## src/rtl/uart_pkg.sv

```systemverilog
// Shared definitions for the AXI-Lite UART receiver: register map,
// STATUS bit positions and FSM encodings.
package uart_pkg;

  // Register byte offsets (decode uses bits [3:2])
  localparam logic [3:0] UART_RXDATA = 4'h0;
  localparam logic [3:0] UART_STATUS = 4'h4;

  // STATUS register bit indices
  localparam int ST_NONEMPTY = 0;
  localparam int ST_FULL     = 1;
  localparam int ST_OVR      = 2;
  localparam int ST_FERR     = 3;

  // Serial receiver states
  typedef enum logic [1:0] {
    RX_IDLE,
    RX_START,
    RX_DATA,
    RX_STOP
  } rx_state_e;

  // AXI-Lite read channel states
  typedef enum logic {
    R_IDLE,
    R_RESP
  } bus_state_e;

endpackage

```

## src/rtl/uart_rx.sv

```systemverilog
// 8N1 serial deserialiser: 2-flop synchroniser, falling-edge start
// detection, mid-bit sampling. Emits one-cycle byte / frame-error pulses.
module uart_rx
  import uart_pkg::*;
#(
  parameter int BIT_PERIOD = 1250
) (
  input  logic       clk,
  input  logic       rst,
  input  logic       rx_i,
  output logic       rx_valid_o,
  output logic [7:0] rx_data_o,
  output logic       rx_ferr_o
);

  localparam logic [15:0] FULL_M1 = 16'(BIT_PERIOD - 1);
  localparam logic [15:0] HALF_M1 = 16'(BIT_PERIOD / 2 - 1);

  logic      meta_q, sync_q, prev_q;
  logic      fall;
  rx_state_e state_q;
  logic [15:0] cnt_q;
  logic [2:0]  bit_q;
  logic [7:0]  shift_q;
  logic        valid_q, ferr_q;
  logic [7:0]  data_q;

  // Synchronise the async pin; line idles high so reset to 1
  always_ff @(posedge clk or posedge rst) begin
    if (rst) begin
      meta_q <= 1'b1;
      sync_q <= 1'b1;
      prev_q <= 1'b1;
    end else begin
      meta_q <= rx_i;
      sync_q <= meta_q;
      prev_q <= sync_q;
    end
  end

  assign fall = prev_q & ~sync_q;

  // Receiver FSM: half-bit wait to centre, then one sample per bit period
  always_ff @(posedge clk or posedge rst) begin
    if (rst) begin
      state_q <= RX_IDLE;
      cnt_q   <= '0;
      bit_q   <= '0;
      shift_q <= '0;
      valid_q <= 1'b0;
      ferr_q  <= 1'b0;
      data_q  <= '0;
    end else begin
      valid_q <= 1'b0;
      ferr_q  <= 1'b0;
      case (state_q)
        RX_IDLE: begin
          if (fall) begin
            cnt_q   <= HALF_M1;
            state_q <= RX_START;
          end
        end
        RX_START: begin
          if (cnt_q == '0) begin
            if (sync_q) begin
              state_q <= RX_IDLE;          // line back high: glitch, not a start bit
            end else begin
              cnt_q   <= FULL_M1;
              bit_q   <= '0;
              state_q <= RX_DATA;
            end
          end else begin
            cnt_q <= cnt_q - 16'd1;
          end
        end
        RX_DATA: begin
          if (cnt_q == '0) begin
            shift_q <= {sync_q, shift_q[7:1]};  // LSB arrives first
            cnt_q   <= FULL_M1;
            bit_q   <= bit_q + 3'd1;
            if (bit_q == 3'd7) state_q <= RX_STOP;
          end else begin
            cnt_q <= cnt_q - 16'd1;
          end
        end
        RX_STOP: begin
          if (cnt_q == '0) begin
            if (sync_q) begin
              valid_q <= 1'b1;
              data_q  <= shift_q;
            end else begin
              ferr_q  <= 1'b1;
            end
            state_q <= RX_IDLE;
          end else begin
            cnt_q <= cnt_q - 16'd1;
          end
        end
        default: state_q <= RX_IDLE;
      endcase
    end
  end

  assign rx_valid_o = valid_q;
  assign rx_data_o  = data_q;
  assign rx_ferr_o  = ferr_q;

endmodule

```

## src/rtl/uart_rx_axilite.sv

```systemverilog
// UART receiver with receive FIFO, sticky overrun/frame-error flags and a
// read-only AXI-Lite slave port (RXDATA pops, STATUS read clears flags).
module uart_rx_axilite
  import uart_pkg::*;
#(
  parameter int CLK_FREQ   = 12000000,
  parameter int BAUD       = 9600,
  parameter int FIFO_DEPTH = 4
) (
  input  logic        clk,
  input  logic        rst,
  input  logic [3:0]  araddr,
  input  logic        arvalid,
  output logic        arready,
  output logic [31:0] rdata,
  output logic        rvalid,
  input  logic        rready,
  input  logic        rx,
  output logic        rx_irq
);

  localparam int BIT_PERIOD = CLK_FREQ / BAUD;
  localparam int AW         = $clog2(FIFO_DEPTH);
  localparam logic [1:0] A_RXDATA = UART_RXDATA[3:2];
  localparam logic [1:0] A_STATUS = UART_STATUS[3:2];

  logic       rx_valid, rx_ferr;
  logic [7:0] rx_data;

  uart_rx #(.BIT_PERIOD(BIT_PERIOD)) u_rx (
    .clk        (clk),
    .rst        (rst),
    .rx_i       (rx),
    .rx_valid_o (rx_valid),
    .rx_data_o  (rx_data),
    .rx_ferr_o  (rx_ferr)
  );

  logic [7:0]    mem_q [FIFO_DEPTH];
  logic [AW-1:0] wr_ptr_q, rd_ptr_q;
  logic [AW:0]   count_q;
  logic          ovr_q, ferr_q;
  bus_state_e    bstate_q;
  logic          arready_q, rvalid_q;
  logic [31:0]   rdata_q, rdata_d;

  logic nonempty, full, rd_hs, rd_data_sel, rd_stat_sel, pop, push_ok, ovr_set;
  logic unused_addr_bits;

  assign unused_addr_bits = ^araddr[1:0];

  assign nonempty    = (count_q != '0);
  assign full        = (count_q == (AW+1)'(FIFO_DEPTH));
  assign rd_hs       = arready_q & arvalid;
  assign rd_data_sel = rd_hs & (araddr[3:2] == A_RXDATA);
  assign rd_stat_sel = rd_hs & (araddr[3:2] == A_STATUS);
  assign pop         = rd_data_sel & nonempty;
  // A pop in the same cycle frees the slot, so a full FIFO still accepts
  assign push_ok     = rx_valid & (~full | pop);
  assign ovr_set     = rx_valid & full & ~pop;

  // FIFO storage; contents need no reset, only pointers do
  always_ff @(posedge clk) begin
    if (push_ok) mem_q[wr_ptr_q] <= rx_data;
  end

  // FIFO pointers, occupancy and sticky flags (set beats read-clear)
  always_ff @(posedge clk or posedge rst) begin
    if (rst) begin
      wr_ptr_q <= '0;
      rd_ptr_q <= '0;
      count_q  <= '0;
      ovr_q    <= 1'b0;
      ferr_q   <= 1'b0;
    end else begin
      if (push_ok) wr_ptr_q <= wr_ptr_q + AW'(1);
      if (pop)     rd_ptr_q <= rd_ptr_q + AW'(1);
      count_q <= count_q + (AW+1)'(push_ok) - (AW+1)'(pop);
      ovr_q   <= ovr_set | (ovr_q  & ~rd_stat_sel);
      ferr_q  <= rx_ferr | (ferr_q & ~rd_stat_sel);
    end
  end

  // Read data mux for the addressed register
  always_comb begin
    rdata_d = '0;
    case (araddr[3:2])
      A_RXDATA: if (nonempty) rdata_d = {23'b0, 1'b1, mem_q[rd_ptr_q]};
      A_STATUS: begin
        rdata_d[ST_NONEMPTY] = nonempty;
        rdata_d[ST_FULL]     = full;
        rdata_d[ST_OVR]      = ovr_q;
        rdata_d[ST_FERR]     = ferr_q;
      end
      default: rdata_d = '0;
    endcase
  end

  // AXI-Lite read channel: capture on AR handshake, hold until R accepted
  always_ff @(posedge clk or posedge rst) begin
    if (rst) begin
      bstate_q  <= R_IDLE;
      arready_q <= 1'b1;
      rvalid_q  <= 1'b0;
      rdata_q   <= '0;
    end else begin
      case (bstate_q)
        R_IDLE: begin
          if (arvalid) begin
            rdata_q   <= rdata_d;
            arready_q <= 1'b0;
            rvalid_q  <= 1'b1;
            bstate_q  <= R_RESP;
          end
        end
        R_RESP: begin
          if (rready) begin
            rvalid_q  <= 1'b0;
            arready_q <= 1'b1;
            bstate_q  <= R_IDLE;
          end
        end
        default: bstate_q <= R_IDLE;
      endcase
    end
  end

  assign arready = arready_q;
  assign rvalid  = rvalid_q;
  assign rdata   = rdata_q;
  assign rx_irq  = nonempty;

endmodule

```

## config.mk

```make
export PLATFORM = sky130hd
export DESIGN_NAME = uart_rx_axilite
export DESIGN_NICKNAME = d
export VERILOG_FILES = /design/src/rtl/uart_pkg.sv /design/src/rtl/uart_rx.sv /design/src/rtl/uart_rx_axilite.sv
export SDC_FILE = /design/constraint.sdc
export NUM_CORES = 1
export LEC_CHECK = 0
export BUFFER_PORTS_ARGS = -buffer_cell sky130_fd_sc_hd__buf_2
export CAP_MARGIN = 40
export CORE_ASPECT_RATIO = 0.5
export CORE_MARGIN = 2
export CORE_UTILIZATION = 50
export DETAILED_ROUTE_END_ITERATION = 12
export PLACE_DENSITY = 0.78
export SLEW_MARGIN = 20
export SYNTH_ARGS = -nofsm -noshare
export SYNTH_HDL_FRONTEND = slang
export SYNTH_SLANG_ARGS = --single-unit
export TNS_END_PERCENT = 100
```

## constraint.sdc

```tcl
create_clock -name clk -period 7.4 [get_ports clk]
set_input_delay 0.74 -clock clk [delete_from_list [all_inputs] [get_ports clk]]
set_output_delay 0.74 -clock clk [all_outputs]
set_load 0.02 [all_outputs]
```

==> After elaboration in Yosys (flattened, before gate mapping) <==
Memories as Yosys holds them, arrays and structs flattened.
Cells that the tools add are included.
{ "classes": {"add_sub_neg": 6, "n_mul": 0, "div_mod_pow": 0, "n_lt_le_gt_ge": 0, "eq_ne": 16, "n_shift": 0, "muxes": 37, "bitwise": 18, "n_reduce_logical": 12} }
{ "op_table": {"columns": ["cell", "count"], "rows": [
  ["2-to-1 mux 16 bit", 5],
  ["case mux 16 bit (4 select lines)", 1],
  ["2-to-1 mux 28 bit", 1],
  ["zero test 16 bit", 1],
  ["subtractor 16 x 1 -> 16 bit (second input constant)", 1],
  ["2-to-1 mux 1 bit", 14],
  ["2-to-1 mux 2 bit", 6],
  ["bitwise AND 1 bit", 10],
  ["inequality test 2 x 1 -> 1 bit (second input constant)", 5],
  ["2-to-1 mux 3 bit", 3],
  ["2-to-1 mux 9 bit", 1],
  ["inequality test 2 bit (second input constant)", 4],
  ["case mux 2 bit (4 select lines)", 1],
  ["case mux 4 bit (2 select lines)", 1],
  ["equality test 3 bit (second input constant)", 2],
  ["case mux 1 bit (2 select lines)", 3],
  ["case mux 3 bit (2 select lines)", 1],
  ["AND reduction 2 bit", 3],
  ["AND reduction 3 bit", 2],
  ["inverter 1 bit", 5],
  ["AND reduction 5 bit", 1],
  ["adder 2 x 1 -> 2 bit (second input constant)", 2],
  ["equality test 2 x 1 -> 1 bit (second input constant)", 2],
  ["equality test 2 bit (second input constant)", 2],
  ["9 further kinds", 12]
]} }
{ "totals": {"reg_bits": 86, "latch_bits": 0, "ram_bits": 32, "mem_bits_ro": 0, "in_bits": 9, "out_inout_bits": 35, "elab_cells": 109, "n_memories": 1} }
{ "mem_list": {"columns": ["name", "words", "word_bits", "rd", "rd_clocked_by_memory_dff", "wr", "line_no", "rtl"], "rows": [
  ["mem_q", 4, 8, 1, 0, 1, "uart_rx_axilite.sv:39", "logic [7:0] mem_q [FIFO_DEPTH];"]
]} }

==> Depth between registers and ports, before layout <==
{ "logic_depth": {"ltp_word": 7, "ltp_mapped": 11, "depth_no_buf": 11} }

==> Modules after synthesis <==
A second synthesis with hierarchy kept.
{ "hier_totals": {"hier_cells": 379, "hier_area_um2": 4529.3} }
{ "by_module_without_submodules": {"columns": ["module", "n_inst", "cells_per_inst", "area_each_um2", "seq_area_each_um2"], "rows": [
  ["uart_rx_axilite", 1, 153, 2339.7, 1487.7],
  ["uart_rx", 1, 226, 2189.6, 1054.8]
]} }

==> Least setup slack after synthesis <==
No wires, ideal clock.
{ "synth_timing": {"kind": "input to register", "startpoint": "input araddr[2]", "endpoint": "register count_q[2]", "setup_time_ns": 0.123, "arrival_ns": 2.878, "required_time_ns": 7.277, "slack_ns": 4.398, "cell_stages": 11, "n_path_buf": 1, "path_cell_list": "clkbuf_1 > o311ai_0 > and2_1 > inv_1 > ha_1 > inv_1 > ha_1 > inv_1 > fa_1 > xnor2_1 > xnor2_1"} }
{ "synth_via": {"elab_chain_cells": 7} }
{ "synth_lines": {"columns": ["item", "line_no", "rtl"], "rows": [
  ["from (decl)", "uart_rx_axilite.sv:12", "input logic [3:0] araddr,"],
  ["zero test 2 bit *", "uart_rx_axilite.sv:55", "assign rd_data_sel = rd_hs & (araddr[3:2] == A_RXDATA);"],
  ["bitwise AND 1 bit *", "uart_rx_axilite.sv:55", null],
  ["bitwise AND 1 bit *", "uart_rx_axilite.sv:57", "assign pop = rd_data_sel & nonempty;"],
  ["bitwise OR 1 bit", "uart_rx_axilite.sv:59", "assign push_ok = rx_valid & (~full | pop);"],
  ["bitwise AND 1 bit", "uart_rx_axilite.sv:59", null],
  ["adder 3 x 1 -> 3 bit", "uart_rx_axilite.sv:78", "count_q <= count_q + (AW+1)'(push_ok) - (AW+1)'(pop);"],
  ["subtractor 3 x 1 -> 3 bit *", "uart_rx_axilite.sv:78", null],
  ["to (signal assigned)", "uart_rx_axilite.sv:78", null],
  ["to (decl)", "uart_rx_axilite.sv:41", "logic [AW:0] count_q;"]
]} }
Every way passes the cells marked *; elsewhere a longest branch is shown, timed or not.
A chain may end at the register's enable or synchronous reset.

==> Final worst setup path <==
{ "layout_timing": {"startpoint": "register arready_q (netlist: arready)", "endpoint": "register count_q[2]"} }
{ "layout_via": {"elab_chain_cells": 7} }
{ "layout_lines": {"columns": ["item", "line_no", "rtl"], "rows": [
  ["from (decl)", "uart_rx_axilite.sv:44", "logic arready_q, rvalid_q;"],
  ["from (signal assigned)", "uart_rx_axilite.sv:103", "arready_q <= 1'b1;"],
  ["from (signal assigned)", "uart_rx_axilite.sv:111", "arready_q <= 1'b0;"],
  ["from (signal assigned)", "uart_rx_axilite.sv:119", "arready_q <= 1'b1;"],
  ["bitwise AND 1 bit *", "uart_rx_axilite.sv:54", "assign rd_hs = arready_q & arvalid;"],
  ["bitwise AND 1 bit *", "uart_rx_axilite.sv:55", null],
  ["bitwise AND 1 bit *", "uart_rx_axilite.sv:57", null],
  ["bitwise OR 1 bit", "uart_rx_axilite.sv:59", null],
  ["bitwise AND 1 bit", "uart_rx_axilite.sv:59", null],
  ["adder 3 x 1 -> 3 bit", "uart_rx_axilite.sv:78", null],
  ["subtractor 3 x 1 -> 3 bit *", "uart_rx_axilite.sv:78", null]
]} }
Marked as above.

==> out/qor.csv <==
metric,value,unit
synth_compound_area_frac,0.102,
ys.flop_type,dfrtp_1,
synth_fa_ha_area_frac,0.0439,
start_kind,register,
rsz0062_at_grt,false,
worstPathCellList,"nand2_1, o311ai_0, clkbuf_2, and2_1, inv_1, ha_1, inv_1, ha_1, inv_1, fa_1, xnor2_1, xnor2_1",
cts_buffers,9,
first_iter_violations,173,
clock_skew,0.00905,ns
relSlewSlack,0.487,
r2r-end,count_q[2],
p_comb_frac,0.345,
sw_frac_of_total,0.372,
synthTopCellsByCount,"dfrtp_1, edfxtp_1, nand2_1",
hold_buffers,0,
avgSynthCellArea,12.5,µm²
path_clk_slew,0.07,ns
synth.area.top_cells,"dfrtp_1, edfxtp_1, mux2_2",
cp_data_arrival_time,2.98,ns
dp_hpwl,4.95,mm
yosys_warnings,0,
layout_setup_ws,4.68,ns
seq_area_frac_synth,0.572,
drv_slew,0,
slowest_stage,dfstp_2,
area_delta_synth_final,9.40,%
cp_max_fo,6,
synth-xor-area-share,0.00985,
synth_cell_types,59,
cpPeakStageDelay,0.56,ns
finalCriticalPeriod,2.72,ns
gp_congestion,0.886,
synth-simple-area-share,0.119,
yosysTopAreaCellShare,0.332,
cts_root_buf,clkbuf_16,
grt_pass1_vias,2567,
ioPinCount,44,
grt_pass1_wl,12.4,mm
grt_max_degree,64,
ir_drop,0.174,mV
pwr-share-clk,0.247,
rr_worst_depth,12,
antenna_found_initial,0,
vias,2713,
pre_cts_ws,4.04,ns
post_cts_buffers,0,
path_delay_family,adder cells,
fp.dieW,137,µm
yosysMostFrequentCell,dfrtp_1,
p_int,1.12,mW
drtPass1Iterations,4,
ys_seq_elements,95,
synth_area,0.00445,mm²
fin_crit_sh,0.368,
antenna_cells,0,
hp-class,register to register,
synth_mux_area_frac,0.0858,
drc,0,
start_util,0.513,
status,completed,
crit_type,register to register,
critPathRequiredTime,7.66,ns
final_nets,402,
fin_setup_tns,0,ns
cts_resized,0,
timing.rr.start,arready,
fin_cells,500,
synthCells,357,
htree_levels,3,
hold_start,u_rx.meta_q,
fp.dieH,70.7,µm
core_area,0.00868,mm²
hold_viol,0,
synth_top_family_by_area,simple AND/OR/NAND/NOR gates,
leakagePower,2.15,nW
rrSetupSlack,4.68,ns
clk_latency,0.34,ns
crit_path_end_kind,register,
seqPwrFrac,0.408,
wire_per_inst,14.7,µm
cellPowerDensity,366,mW/mm²
fmaxAchievable,368,MHz
drive_gt1_frac,0.214,
min_to,u_rx.sync_q,
switchingPower,663,µW
synth-edff-count,32,
groute.usage.overall,0.165,
yosysTopAreaCell,dfrtp_1,
dp_cells,482,
critPathBufInv,4,
rows,24,
hold_path_depth,0,
clockBufferDepth,2,
nFillCells,680,
dieArea,0.00971,mm²
cts_num_sinks,95,
maxCapViolations,0,
ant_nets,0,
async_reset_ff_frac,0.663,
viasPerCell,5.43,
numPortBuffers,18,
setup_violations,0,
grt_remaining_overflow,0,
tightest_slew,0.764,ns
wl,7.36,mm
tritoncts,yes,
crit_top_cell,inv_1,
-- worst register-to-register path: stages (launching register included) --
cell and delay [ns]:
dfstp_2 0.56, nand2_1 0.06, o311ai_0 0.28, clkbuf_2 0.22
and2_1 0.21, inv_1 0.06, ha_1 0.28, inv_1 0.06
ha_1 0.13, inv_1 0.05, fa_1 0.37, xnor2_1 0.20
xnor2_1 0.16
-- area by class of cell --
type	count	area, µm²	area share
clock buffers	9	225	0.0463
clock inverters	7	58.8	0.0121
inverters	19	71.3	0.0147
multi-input cells	232	1690	0.348
flip-flops and latches	95	2540	0.522
well taps	117	146	0.0301
repair buffers	21	130	0.0267
-- per-stage QoR --
step | total power [mW] | instance area (µm²) | utilization | hold slack [ns]
2_1_floorplan | 1.22 | 4530 | - | 0.345
3_3_place_gp | 1.33 | 4550 | 0.524 | 0.350
3_5_place_dp | 1.34 | 4550 | 0.524 | 0.347
4_1_cts | 1.78 | 4830 | 0.557 | 0.357
5_1_grt | 1.91 | 4870 | 0.561 | 0.362
6_report | 1.78 | 4870 | 0.561 | 0.358
-- flip-flops by register name, summed over array words and instances (netlist names), named ones only --
signal	flops
u_rx.state_q	1
u_rx.rx_data_o	8
rd_ptr_q	2
u_rx.meta_q	1
u_rx.rx_ferr_o	1
u_rx.rx_valid_o	1
u_rx.bit_q	3
mem_q	32
u_rx.cnt_q	16
u_rx.sync_q	1
ovr_q	1
bstate_q	1
count_q	3
ferr_q	1
rdata	9
arready	1
wr_ptr_q	2
rvalid	1
u_rx.shift_q	8
u_rx.prev_q	1
-- logic make-up after synthesis --
family,count (synthesis)
fa+ha+maj,15
mux,26
simple gates,96
flops,95
xor+xnor,5
other cells,1
compound gates,67
buf+inv,52
-- worst max path at each step --
stage                        startpoint             to  slack, ns  cells after the start
final                           arready     count_q[2]       4.68                     12
after detailed placement      araddr[2]     count_q[2]       4.04                     11
after CTS                       arready     count_q[2]       4.33                     11
after floorplan               araddr[2]     count_q[2]       4.40                     11
after global placement        araddr[2]     count_q[2]       4.14                     11
after global routing      u_rx.cnt_q[0]  u_rx.cnt_q[7]       4.48                      7
-- power by group through the flow --
stage               registers, mW  logic [mW]  clock network, mW
finish                      0.725       0.614              0.440
global route                0.741       0.693              0.472
CTS                         0.727       0.611              0.448
detailed placement          0.737       0.607                  0
global placement            0.733       0.593                  0
floorplan                   0.702       0.522                  0
-- cells in the final DEF, fill, tap and decap left out, types with 4 or more instances in the layout --
| master | instances |
|---|---|
| dfrtp_1 | 59 |
| edfxtp_1 | 32 |
| nand2_1 | 26 |
| conb_1 | 23 |
| inv_1 | 18 |
| buf_2 | 18 |
| nor2_1 | 17 |
| o21ai_0 | 17 |
| mux2_2 | 17 |
| ha_1 | 14 |
| nor3_1 | 10 |
| a21o_1 | 9 |
| clkbuf_16 | 9 |
| mux4_2 | 8 |
| a21oi_1 | 6 |
| o21ai_1 | 5 |
| a22o_1 | 5 |
| and3_1 | 5 |
| nor4_1 | 5 |
| nand2b_1 | 4 |
| o31ai_1 | 4 |
| nand3_1 | 4 |
| xnor2_1 | 4 |
| dfstp_2 | 4 |
| inv_6 | 4 |
-- metal layers --
layer | share of wire | vias up | global-route usage
met2 | 0.49 | 89 | 0.281
met3 | 0.045 | 6 | 0.0423
met1 | 0.45 | 1327 | 0.212
li1 | - | 1291 | -
met4 | 0.0092 | 0 | 0.0458
met5 | 0 | - | 0
(Power assumes the default switching activity.)
